===== config.mk =====
export PLATFORM = sky130hd
export DESIGN_NAME = root_fanin_collector
export DESIGN_NICKNAME = d
export VERILOG_FILES = /design/src/rtl/root_fanin_pkg.sv /design/src/rtl/rr_arbiter.sv /design/src/rtl/root_fanin_collector.sv
export SDC_FILE = /design/constraint.sdc
export NUM_CORES = 1
export LEC_CHECK = 0
export ABC_AREA = 1
export CAP_MARGIN = 40
export CORE_MARGIN = 1
export CORE_UTILIZATION = 40
export DETAILED_ROUTE_END_ITERATION = 10
export DONT_BUFFER_PORTS = 1
export SETUP_SLACK_MARGIN = 0.02
export SYNTH_ARGS = -nofsm -noshare
export SYNTH_HDL_FRONTEND = slang
export SYNTH_SLANG_ARGS = --single-unit

===== constraint.sdc =====
create_clock -name clk -period 6.7 [get_ports clk]
set_clock_uncertainty 0.1 [all_clocks]
set_input_delay 1.675 -clock clk [delete_from_list [all_inputs] [get_ports clk]]
set_output_delay 1.675 -clock clk [all_outputs]
set_load 0.05 [all_outputs]

===== src/rtl/root_fanin_pkg.sv =====
// Shared types and defaults for the hierarchy fan-in collector.
package root_fanin_pkg;

    localparam int DEF_N_CHILD = 5;
    localparam int DEF_DATA_W  = 32;
    localparam int DEF_CNT_W   = 16;
    localparam int DEF_IDX_W   = $clog2(DEF_N_CHILD);

    // Queue entry shape at default widths; the collector builds the same shape from its parameters.
    typedef struct packed {
        logic [DEF_DATA_W-1:0] data;
        logic [DEF_IDX_W-1:0]  src;
    } entry_t;

    // Reset value of the round-robin pointer: last child, so child 0 wins first.
    function automatic int unsigned last_grant_rst(input int unsigned n);
        return n - 1;
    endfunction

endpackage


===== src/rtl/rr_arbiter.sv =====
// Combinational round-robin picker; search starts one past last_grant and wraps.
module rr_arbiter #(
    parameter  int N  = 5,
    localparam int IW = $clog2(N)
) (
    input  logic [N-1:0]  req_i,
    input  logic          en_i,
    input  logic [IW-1:0] last_grant_i,
    output logic [N-1:0]  gnt_o,
    output logic [IW-1:0] gnt_idx_o
);

    always_comb begin
        int          idx;
        logic        found;
        logic [IW-1:0] sel;
        gnt_o     = '0;
        gnt_idx_o = last_grant_i;
        found     = 1'b0;
        idx       = 0;
        sel       = '0;
        for (int k = 1; k <= N; k++) begin
            idx = int'(last_grant_i) + k;
            if (idx >= N) idx = idx - N;
            sel = IW'(idx);
            if (!found && req_i[sel]) begin
                found     = 1'b1;
                gnt_idx_o = sel;
            end
        end
        if (found && en_i) gnt_o[gnt_idx_o] = 1'b1;
    end

endmodule


===== src/rtl/root_fanin_collector.sv =====
// Merges N_CHILD valid/ready streams into one tagged stream through a 2-entry FIFO,
// with round-robin fairness and saturating per-child accept counters.
module root_fanin_collector
    import root_fanin_pkg::*;
#(
    parameter  int N_CHILD = DEF_N_CHILD,
    parameter  int DATA_W  = DEF_DATA_W,
    parameter  int CNT_W   = DEF_CNT_W,
    localparam int IDX_W   = $clog2(N_CHILD)
) (
    input  logic                       clk,
    input  logic                       rst_n,
    input  logic [N_CHILD-1:0]         child_valid,
    input  logic [N_CHILD*DATA_W-1:0]  child_data,
    output logic [N_CHILD-1:0]         child_ready,
    output logic                       up_valid,
    input  logic                       up_ready,
    output logic [DATA_W-1:0]          up_data,
    output logic [IDX_W-1:0]           up_src,
    output logic [N_CHILD*CNT_W-1:0]   grant_cnt,
    input  logic                       cnt_clear
);

    typedef struct packed {
        logic [DATA_W-1:0] data;
        logic [IDX_W-1:0]  src;
    } ent_t;

    logic [1:0]                    occ_q, occ_d;
    ent_t [1:0]                    ent_q, ent_d;
    logic [IDX_W-1:0]              last_q, last_d;
    logic [N_CHILD-1:0][CNT_W-1:0] cnt_q, cnt_d;

    logic [N_CHILD-1:0] gnt;
    logic [IDX_W-1:0]   gnt_idx;
    logic               arb_en, push, pop, wr_slot;
    ent_t               new_ent;

    // Readiness depends only on registered occupancy, never on up_ready; held low in reset.
    assign arb_en = rst_n & (occ_q != 2'd2);

    rr_arbiter #(.N(N_CHILD)) u_arb (
        .req_i        (child_valid),
        .en_i         (arb_en),
        .last_grant_i (last_q),
        .gnt_o        (gnt),
        .gnt_idx_o    (gnt_idx)
    );

    assign push         = |gnt;
    assign pop          = up_valid & up_ready;
    assign new_ent.data = child_data[gnt_idx*DATA_W +: DATA_W];
    assign new_ent.src  = gnt_idx;
    // Tail slot after an optional same-cycle pop: slot 1 only when one entry stays put.
    assign wr_slot      = (occ_q == 2'd1) && !pop;

    always_comb begin
        occ_d  = occ_q;
        ent_d  = ent_q;
        last_d = last_q;
        cnt_d  = cnt_q;
        if (pop) ent_d[0] = ent_q[1];
        if (push) begin
            ent_d[wr_slot] = new_ent;
            last_d         = gnt_idx;
        end
        case ({push, pop})
            2'b10:   occ_d = occ_q + 2'd1;
            2'b01:   occ_d = occ_q - 2'd1;
            default: occ_d = occ_q;
        endcase
        for (int i = 0; i < N_CHILD; i++) begin
            if (cnt_clear)
                cnt_d[i] = '0;
            else if (gnt[i] && (cnt_q[i] != {CNT_W{1'b1}}))
                cnt_d[i] = cnt_q[i] + 1'b1;
        end
    end

    always_ff @(posedge clk or negedge rst_n) begin
        if (!rst_n) begin
            occ_q  <= '0;
            ent_q  <= '0;
            last_q <= IDX_W'(last_grant_rst(N_CHILD));
            cnt_q  <= '0;
        end else begin
            occ_q  <= occ_d;
            ent_q  <= ent_d;
            last_q <= last_d;
            cnt_q  <= cnt_d;
        end
    end

    assign child_ready = gnt;
    assign up_valid    = (occ_q != 2'd0);
    assign up_data     = ent_q[0].data;
    assign up_src      = ent_q[0].src;
    assign grant_cnt   = cnt_q;

endmodule


==> results of run 1 <==
==> through the flow <==
step	std cells	cell area, sq um	setup slack (ps)	hold WS, ps	utilization [%]
CTS	2045	12400	970	384	42.8
detailed placement	2013	11800	1450	366	40.7
global placement	2012	11700	1470	363	40.6
finish	2045	12400	976	380	42.8
global route	2045	12400	574	392	42.8
floorplan	1731	11800	1630	349	-
==> path summary, 6_finish.rpt <==
path,endpoint,slack [ps],depth (start not counted)
worst min-delay path,ent_q[48],380,2
worst max-delay path,child_ready[0],980,19
worst max register to register,grant_cnt[78],2020,18
max in group asynchronous,grant_cnt[38],5390,0
min in group asynchronous,up_data[16],840,0
worst min register to register,ent_q[48],380,2
==> critical path, stage by stage (launching register included) <==
cell and delay [ps]:
dfrtp_1 380, inv_2 210, ha_1 200, inv_1 60, fa_1 410, inv_1 110, nand2_1 120, o21ai_0 460
nand3_1 160, nand3_2 130, nand2_2 100, nor2_4 160, nand4_2 150, nand2_1 110, inv_2 40, nand2_2 70
nand2_4 80, inv_2 80, nand2_4 90, nor2_8 380
==> Yosys cell counts, drive strengths merged (2+ instances only) <==
master / number
nand4: 73
a21oi: 8
o211ai: 3
o22ai: 2
nand3: 231
nor3b: 2
nor2: 135
nor4: 6
dfrtp: 154
clkbuf: 34
nand2: 519
xnor2: 10
nand3b: 66
nor3: 24
inv: 215
o31ai: 40
a21boi: 2
buf: 84
ha: 19
xor2: 56
o21ai: 44
==> logic make-up (layout without fill, tap and decap cells) <==
kind of cell / count (synthesis) / in the layout / share of synthesized area (%)
simple gates: 1057 / 1057 / 42.0
buf+inv: 333 / 263 / 12.7
flops: 155 / 155 / 32.8
compound gates: 100 / 100 / 5.46
xor+xnor: 66 / 66 / 4.88
fa+ha+maj: 20 / 20 / 2.18
==> metal layers <==
layer / share of wire (%) / GRT usage [%] / wire length (um)
met1: 45 / 31.0 / 15700
met2: 47 / 37.9 / 16300
met3: 6.0 / 5.42 / 2080
met4: 1.7 / 5.88 / 603
met5: 0.037 / 0 / 13
==> registers in the layout, summed over array words and instances (netlist names) <==
signal	flops
grant_cnt	80
last_q	3
ent_q	35
up_src	3
up_data	32
occ_q	2
==> area by class of cell <==
cell class,count,share of cell area [%]
clock buffers,17,3.44
inverters,215,6.54
repair buffers,16,1.07
flip-flops and latches,155,31.4
clock inverters,15,1.45
well taps,384,3.88
multi-input cells,1243,52.3
==> run_results.csv, run 1 <==
group,metric,value,unit
clock_tree,post_cts_buffers,0,
clock_tree,htree_num_levels,4,
yosys,synth_edf_count,0,
setup_path,critPathCaptureType,"output pin",
route,vias_per_cell,5.35,
route,firstDrtPassIters,5,
global_route,grt_pass1_wl,57200,um
floorplan,core,28900,sq um
global_route,grt_max_degree,157,
sta,rsz0062_at_grt,"no",
route,wl,34700,um
yosys,async_flop_share,100,%
setup_path,start_kind,"register",
route,wl_per_cell,17.0,um
global_route,antenna_found_initial,1,
floorplan,die_w,174,um
yosys,ys_seq_elements,155,
finish,areaGrowthSynthToFinish,4.47,%
sta,worst_pin_slew,805,ps
sta,hold_violations,0,
finish,final_cell_mix,"nand2_1 (497), nand3_1 (222), inv_1 (202), dfrtp_1 (154), nor2_1 (125)",
outcome,status,"completed",
global_route,gr-total-overflow,0,
clock_tree,clk_pin_slew,60,ps
placement,place.gp.congestion,0.928,
clock_tree,cts_tree,"built",
yosys,ys_types,42,
sta,maxSlewHeadroom,46.3,%
floorplan,core.rowCount,62,
yosys,yosysTopAreaCellShare,32.5,%
finish,final_common_cell,"nand2_1",
sta,max_freq,175,MHz
clock_tree,cts-root-buf,"clkbuf_16",
yosys,synthFlopType,"dfrtp_1",
sta,setup_tns,0,ps
yosys,synth_top_area_cell,"dfrtp_1",
yosys,synth_area,11800,sq um
finish,drive_above_1_share,6.68,%
clock_tree,numCtsBuffers,17,
floorplan,fp.dieH,174,um
global_route,grt_use_total,23.3,%
placement,place_hpwl,24300,um
setup_path,crit_fanout,18,
floorplan,ioPinCount,290,
min_path,min_from,"ent_q[48]",
route,drc,0,
floorplan,initial_core_util,40.9,%
yosys,synthCells,1731,
route,ant_nets,0,
flow_run,maxCapViolCount,0,
yosys,synth_nets,1920,
global_route,grt_pass1_vias,10528,
finish,multi_input_comb_area,6460,sq um
finish,diodes,0,
yosys,syn_area_per_cell,6.84,sq um
yosys,yosys_warnings,0,
placement,io_buffers,0,
setup_path,crit_type,"reg -> out",
clock_tree,clockBufferDepth,2,
clock_tree,ctsHoldBuffers,0,
setup_path,critPathLaunch,"last_q[0]",
clock_tree,clock_latency,430,ps
min_path,holdCritPathClass,"reg -> reg",
yosys,ys_seq_area_share,32.8,%
floorplan,die-area,30300,sq um
route,dr.first_iter.drc_count,869,
setup_path,cp.required,4930,ps
yosys,yosys-top-cells-area,"dfrtp_1 (33%), nand2_1 (16%), nand3_1 (9.4%)",
finish,regArea,3880,sq um
route,vias,10949,
sta,layout_min_cycle_time,5720,ps
clock_tree,cts_sinks,155,
finish,nets,1837,
finish,fill_cells,3030,
sta,post-route-period-util,85.4,%
sta,slew_viol_final,0,
sta,finalSetupViolations,0,
setup_path,regToRegStartpoint,"last_q[0]",
setup_path,arrival,3950,ps
clock_tree,postCtsResizedCells,0,
Power of run 1 is left out: the tool's default activity adds up to more than one toggle a clock period on the data nets, which glitch-free logic cannot reach.
==> run 2: changes to the inputs <==
--- a/config.mk
+++ b/config.mk
@@ -9,6 +9,7 @@
 export CAP_MARGIN = 40
 export CORE_MARGIN = 1
 export CORE_UTILIZATION = 40
+export CTS_CLUSTER_DIAMETER = 80
 export DETAILED_ROUTE_END_ITERATION = 10
 export DONT_BUFFER_PORTS = 1
 export SETUP_SLACK_MARGIN = 0.02
==> results of run 2 <==
The final DEF is identical to that of run 1; final timing and power are the same.
Power of run 2 is left out for the same reason.
==> run 3: changes to the inputs <==
--- a/config.mk
+++ b/config.mk
@@ -7,7 +7,7 @@
 export LEC_CHECK = 0
 export ABC_AREA = 1
 export CAP_MARGIN = 40
-export CORE_MARGIN = 1
+export CORE_MARGIN = 2
 export CORE_UTILIZATION = 40
 export CTS_CLUSTER_DIAMETER = 80
 export DETAILED_ROUTE_END_ITERATION = 10
==> run 3 against run 2 <==
First-iteration DRC count shrank 10%. Sequential share of layout area is 0.12 points higher. Sequential cell count unchanged. Maximum frequency decreased by 3.3%. Die area rose by 2.3%.
==> run_results.csv, run 3 (synthesized netlist as in run 1, its figures left out) <==
group,metric,value,unit
setup_path,rr_endpoint,"ent_q[68]",
clock_tree,htree_num_levels,4,
setup_path,start_kind,"register",
floorplan,die_w,176,um
setup_path,reg2reg_depth,23,
sta,slew_viol_final,0,
route,dr.first_iter.drc_count,780,
flow_run,maxCapViolCount,0,
clock_tree,post_cts_buffers,0,
floorplan,ioPinCount,290,
clock_tree,ctsHoldBuffers,0,
sta,worst_pin_slew,842,ps
placement,place_hpwl,24200,um
outcome,status,"completed",
clock_tree,clk_pin_slew,70,ps
global_route,grt_use_total,22.9,%
finish,largest_register_ffs,80,
sta,rsz0062_at_grt,"no",
global_route,grt_max_degree,157,
setup_path,endpoint,"child_ready[2]",
finish,final_common_cell,"nand2_1",
finish,finalNonFillerCells,2043,
finish,final_util,42.6,%
global_route,gr-total-overflow,0,
setup_path,crit_fanout,18,
finish,areaGrowthSynthToFinish,4.07,%
sta,post-route-period-util,88.4,%
setup_path,critPathLaunch,"last_q[0]",
clock_tree,clock_latency,420,ps
sta,layout_min_cycle_time,5920,ps
finish,diodes,0,
global_route,grt_pass1_vias,10848,
setup_path,crit_type,"reg -> out",
setup_path,arrival,4150,ps
floorplan,core,28900,sq um
route,ant_nets,0,
placement,place_ws,1240,ps
clock_tree,numCtsBuffers,17,
finish,final_cell_mix,"nand2_1 (497), nand3_1 (222), inv_1 (202), dfrtp_1 (154), nor2_1 (125)",
clock_tree,postCtsResizedCells,0,
route,wl_per_cell,17.1,um
floorplan,die-area,31000,sq um
floorplan,core.rowCount,62,
clock_tree,clockBufferDepth,2,
sta,hold_violations,0,
min_path,holdCritPathClass,"reg -> reg",
floorplan,fp.dieH,176,um
min_path,min_from,"ent_q[48]",
sta,setup_slack,778,ps
route,drc,0,
sta,finalSetupViolations,0,
global_route,antenna_found_initial,1,
sta,max_freq,169,MHz
floorplan,initial_core_util,40.9,%
setup_path,regToRegStartpoint,"last_q[0]",
route,wl,34900,um
setup_path,regToRegSetupSlack,1740,ps
finish,drive_above_1_share,6.51,%
finish,nets,1835,
setup_path,critPathCaptureType,"output pin",
route,firstDrtPassIters,6,
placement,io_buffers,0,
placement,dp_cells,2011,
global_route,grt_pass1_wl,57600,um
setup_path,cp.required,4930,ps
clock_tree,cts_tree,"built",
route,vias,11034,
clock_tree,cts_sinks,155,
sta,setup_tns,0,ps
route,vias_per_cell,5.40,
placement,place.gp.congestion,0.925,
clock_tree,cts-root-buf,"clkbuf_16",
sta,maxSlewHeadroom,43.8,%
==> run 3: layer usage <==
layer / vias to the layer above / part of all wire (%) / track usage [%]
li1: 5377 / - / -
met1: 5299 / 44 / 29.8
met2: 313 / 48 / 38.1
met3: 43 / 5.9 / 5.62
met4: 2 / 1.9 / 6.23
met5: - / 0.037 / 0
==> run 3: layout make-up <==
type	count	area, sq um
Tap cell	384	480
Clock buffer	18	429
Clock inverter	14	155
Sequential cell	155	3880
Timing Repair Buffer	14	105
Fill cell	3026	16600
Multi-Input combinational cell	1243	6460
Inverter	215	810
==> run 3: how the worst min path moves through the flow <==
stage               slack [ps]   endpoint  depth (start not counted)
finish                     380  ent_q[48]                          2
floorplan                  350  ent_q[68]                          2
global route               400  ent_q[43]                          2
detailed placement         370  ent_q[59]                          2
global placement           360  ent_q[60]                          2
CTS                        380  ent_q[48]                          2
==> run 3: per-stage QoR <==
step                cell area, sq um  hold WS (ps)
finish                         12300           381
global route                   12300           395
CTS                            12300           384
detailed placement             11700           366
global placement               11700           363
floorplan                      11800           349
==> run 3: critical path, cell delays in order, from the launching register on <==
cell	delay, ps
dfrtp_1	600
inv_2	320
ha_1	190
inv_1	50
fa_1	400
inv_1	100
nand2_1	110
o21ai_0	370
nand3_1	150
nand3_2	120
nand2_2	90
nor2_4	160
nand4_2	160
inv_2	100
nand2_2	120
nand2_4	150
nand2_4	90
nor2_8	400
Power of run 3 is left out for the same reason.
==> edit 1: new RTL, settings of run 3 <==
Make the reset (`rst_n`) synchronous in one clocked block.
--- a/src/rtl/root_fanin_collector.sv
+++ b/src/rtl/root_fanin_collector.sv
@@ -77,7 +77,7 @@
         end
     end
 
-    always_ff @(posedge clk or negedge rst_n) begin
+    always_ff @(posedge clk) begin
         if (!rst_n) begin
             occ_q  <= '0;
             ent_q  <= '0;
Function: changed (a bounded check fails within 4 cycles, from zero or initial values and one cycle with rst_n low; the reset may be asserted at any time).
==> edit 1 against run 3 <==
Utilization decreased by 0.21 points. Final cell count down 5.1%. Design area decreased by 11%. Sequential cell count is the same. Wire length is 9.1% lower. Via count shrank 6.2%. Count of clock-buffer cells in the layout fell by 1. Die area decreased by 11%. Synthesized area shrank 11%. Worst setup slack lost 0.088 ns. Critical endpoint is now child_ready[0].
Power is not shown: default switching activity piles up to over one toggle a cycle in this logic, so the estimate is an artifact.
==> edit 1: results <==
export IMPL_met2_usage_pct=37.8
export IMPL_fillers=2758
export IMPL_grt_use_met3_pct=6.82
export IMPL_grt_pass1_wl_um=50900
export IMPL_hold_end="ent_q[35]"
export IMPL_crit_arrival_ns=4.23
export IMPL_yosysUniqueCellTypes=47
export IMPL_regToRegSetupSlack_ns=1.46
export IMPL_netlist_top_cells_count="506 x nand2_1, 200 x nand3_1, 165 x nor2_1"
export IMPL_slowest_delay_ns=0.59
export IMPL_firstDrtPassIters=5
export IMPL_syn_nets=1868
export IMPL_synth_flop_cell="dfxtp_1"
export IMPL_avgRoutedWirePerCell_um=16.3
export IMPL_grt_pass1_vias=9793
export IMPL_finalCritPeriodShare_pct=89.7
export IMPL_yosysSeqAreaShare_pct=29.5
export IMPL_groute_layer_met1_usage_pct=26.4
export IMPL_synth_xor_area_share_pct=4.24
export IMPL_critical_path_endpoint="child_ready[0]"
export IMPL_place_area_mm2=0.0104
export IMPL_grtUsageTotal_pct=22.4
export IMPL_routed_via_count=10400
export IMPL_dpl_hpwl_um=22900
export IMPL_reg2regPathDepth=22
export IMPL_initialDrtViolationCount=670
export IMPL_antenna_found_initial=0
export IMPL_syn_avg_cell_area_um2=6.27
export IMPL_clockRootBuffer="clkbuf_16"
export IMPL_worst_pin_slew_ns=0.755
export IMPL_status="finished, final reports clean"
export IMPL_preCtsSetupSlack_ns=1.14
export IMPL_viasPerCell=5.34
export IMPL_synth_fa_ha_area_share_pct=2.45
export IMPL_crit_family="simple AND/OR/NAND/NOR gates"
export IMPL_holdWs_ns=0.358
export IMPL_grt_max_degree=68
export IMPL_synth_area_leaders="dfxtp_1 29%, nand2_1 18%, nand3_1 9.5%, nor2_1 5.9%, a21oi_1 4.5%"
export IMPL_routabilityCongestion=0.891
export IMPL_async_flop_share_pct=0
export IMPL_synth_compound_area_share_pct=12.1
export IMPL_critPathLaunch="last_q[1]"
export IMPL_r2r_end="grant_cnt[6]"
export IMPL_critical_path_slowest_cell="nor2_2"
export IMPL_cp_max_fo=22
export IMPL_fin_nets=1781
export IMPL_dpl_cell_count=1908
export IMPL_worstHoldStart="ent_q[35]"
export IMPL_r2r_start="last_q[1]"
export IMPL_drive_gt1_share_pct=6.30
==> edit 1: changes by cell type after synthesis, moves of 14 or more <==
cell,change
dfxtp_1,+155
dfrtp_1,-154
inv_1,-91
a21oi_1,+90
nand3b_1,-64
nand4_1,-53
nor2_1,+39
o21ai_0,+31
xor2_1,-25
nand3_1,-22
o31ai_1,-21
o21a_1,+16
nor3_1,+15
a31oi_1,+14
==> edit 1: cell type report <==
class | count | area (µm²) | share of cell area [%]
clock inverter | 14 | 173 | 1.57
tap | 335 | 419 | 3.82
timing repair buffer | 14 | 113 | 1.03
inverter | 126 | 478 | 4.35
multi-input combinational | 1278 | 6270 | 57.1
clock buffer | 17 | 425 | 3.87
sequential | 155 | 3100 | 28.3
==> edit 1: metal layers <==
layer | up-vias | part of all wire, %
met2 | 355 | 47
met5 | - | 0
met4 | 0 | 3.2
met1 | 4669 | 42
li1 | 5270 | -
met3 | 58 | 8.5
==> edit 2: new RTL, settings of run 3 <==
Made on the original files. `DEF_CNT_W`: 16 -> 24.
--- a/src/rtl/root_fanin_pkg.sv
+++ b/src/rtl/root_fanin_pkg.sv
@@ -3,7 +3,7 @@
 
     localparam int DEF_N_CHILD = 5;
     localparam int DEF_DATA_W  = 32;
-    localparam int DEF_CNT_W   = 16;
+    localparam int DEF_CNT_W   = 24;
     localparam int DEF_IDX_W   = $clog2(DEF_N_CHILD);
 
     // Queue entry shape at default widths; the collector builds the same shape from its parameters.
Interface: changed (resized grant_cnt); port bits go from 290 to 330. The function was not compared with the original's and may differ.
==> edit 2 against run 3 <==
Design area up 27%. Worst setup slack worse by 0.044 ns. Register-to-register slack worse by 0.10 ns. Critical path depth up 3. Sequential cell count up 40. Synthesized area up 26%. Wire length up 30%. Global-route usage about the same. Utilization about the same. Sequential share of layout area down 0.25 points. Critical endpoint is now child_ready[0].
Power is left out: the tool's default activity adds up to more than one toggle a clock period on the data nets, which glitch-free logic cannot reach.
==> edit 2: results <==
export IMPL_status="finished, final reports clean"
export IMPL_largest_register_ffs=120
export IMPL_grtUsageTotal_pct=23.0
export IMPL_r2r_end="grant_cnt[9]"
export IMPL_met2_usage_pct=39.2
export IMPL_cp_max_fo=36
export IMPL_seq_cell_count=195
export IMPL_synth_xor_area_share_pct=6.14
export IMPL_drive_gt1_share_pct=4.80
export IMPL_wl_met3_um=3390
export IMPL_met2_wirelength_um=21300
export IMPL_critical_path_endpoint="child_ready[0]"
export IMPL_clk_pin_slew_ns=0.08
export IMPL_synth_fa_ha_area_share_pct=1.64
export IMPL_routabilityCongestion=0.894
export IMPL_port_buffers=0
export IMPL_grt_pass1_vias=13300
export IMPL_antennaDiodeCount=1
export IMPL_nClkBuffers=17
export IMPL_final_nonclk_buf_share_pct=1.59
export IMPL_top_layer="met4"
export IMPL_reg2regPathDepth=22
export IMPL_regToRegSetupSlack_ns=1.64
export IMPL_fillers=3900
export IMPL_syn_avg_cell_area_um2=6.70
export IMPL_viasPerCell=5.34
export IMPL_postCtsSetupBuffers=0
export IMPL_cts_max_path_buffers=2
export IMPL_grt_pass1_wl_um=71700
export IMPL_initialDrtViolationCount=802
export IMPL_firstDrtPassIters=5
export IMPL_inv_count=315
export IMPL_layout_comb_gates_multi_input=1580
export IMPL_worstHoldStart="ent_q[49]"
export IMPL_synth_area_leaders="dfrtp_1 32%, nand2_1 15%, nand3_1 9.3%, inv_1 7.5%, xor2_1 5.4%"
export IMPL_register_area_mm2=0.00488
export IMPL_groute_layer_met1_usage_pct=27.7
export IMPL_drt_wl_total_um=45300
export IMPL_clk_share_pct=3.96
export IMPL_multi_input_area_mm2=0.00810
export IMPL_fin_nets=2320
export IMPL_worst_pin_slew_ns=0.873
export IMPL_yosys_warnings=0
export IMPL_hold_end="ent_q[49]"
export IMPL_dpl_hpwl_um=32300
export IMPL_antenna_found_initial=1
export IMPL_clkLatencyLatePin_ns=0.45
export IMPL_min_path_cells=2
export IMPL_crit_arrival_ns=4.19
export IMPL_n_all_buffers=23
export IMPL_yosysSeqAreaShare_pct=32.6
export IMPL_synth_compound_area_share_pct=4.09
export IMPL_crit_family="simple AND/OR/NAND/NOR gates"
export IMPL_slowest_delay_ns=0.56
export IMPL_netlist_top_cells_count="581 x nand2_1, 301 x inv_1, 277 x nand3_1"
export IMPL_wl_met1_um=19200
export IMPL_syn_nets=2423
export IMPL_yosysUniqueCellTypes=41
export IMPL_grt_max_degree=197
export IMPL_grt_use_met3_pct=6.10
==> edit 2: cell count changes after synthesis, moves of 9 or more <==
cell,delta
inv_1,+99
nand2_1,+83
nor2_1,+76
nand3_1,+55
nand4_1,+49
dfrtp_1,+40
xor2_1,+37
nor4_1,+22
nor3_1,+20
clkbuf_1,+19
buf_2,+10
o31ai_1,-9
==> edit 2: per-stage QoR <==
| stage | area [µm²] | hold WS, ns | setup WS [ns] | utilization (%) | cells |
|---|---|---|---|---|---|
| 2_1_floorplan | 15000 | 0.349 | 1.34 | - | 2235 |
| 3_3_place_gp | 14900 | 0.361 | 1.15 | 40.6 | 2576 |
| 3_5_place_dp | 15000 | 0.366 | 1.14 | 40.9 | 2581 |
| 4_1_cts | 15600 | 0.387 | 0.697 | 42.6 | 2613 |
| 5_1_grt | 15600 | 0.392 | 0.384 | 42.6 | 2614 |
| 6_report | 15600 | 0.382 | 0.734 | 42.6 | 2614 |
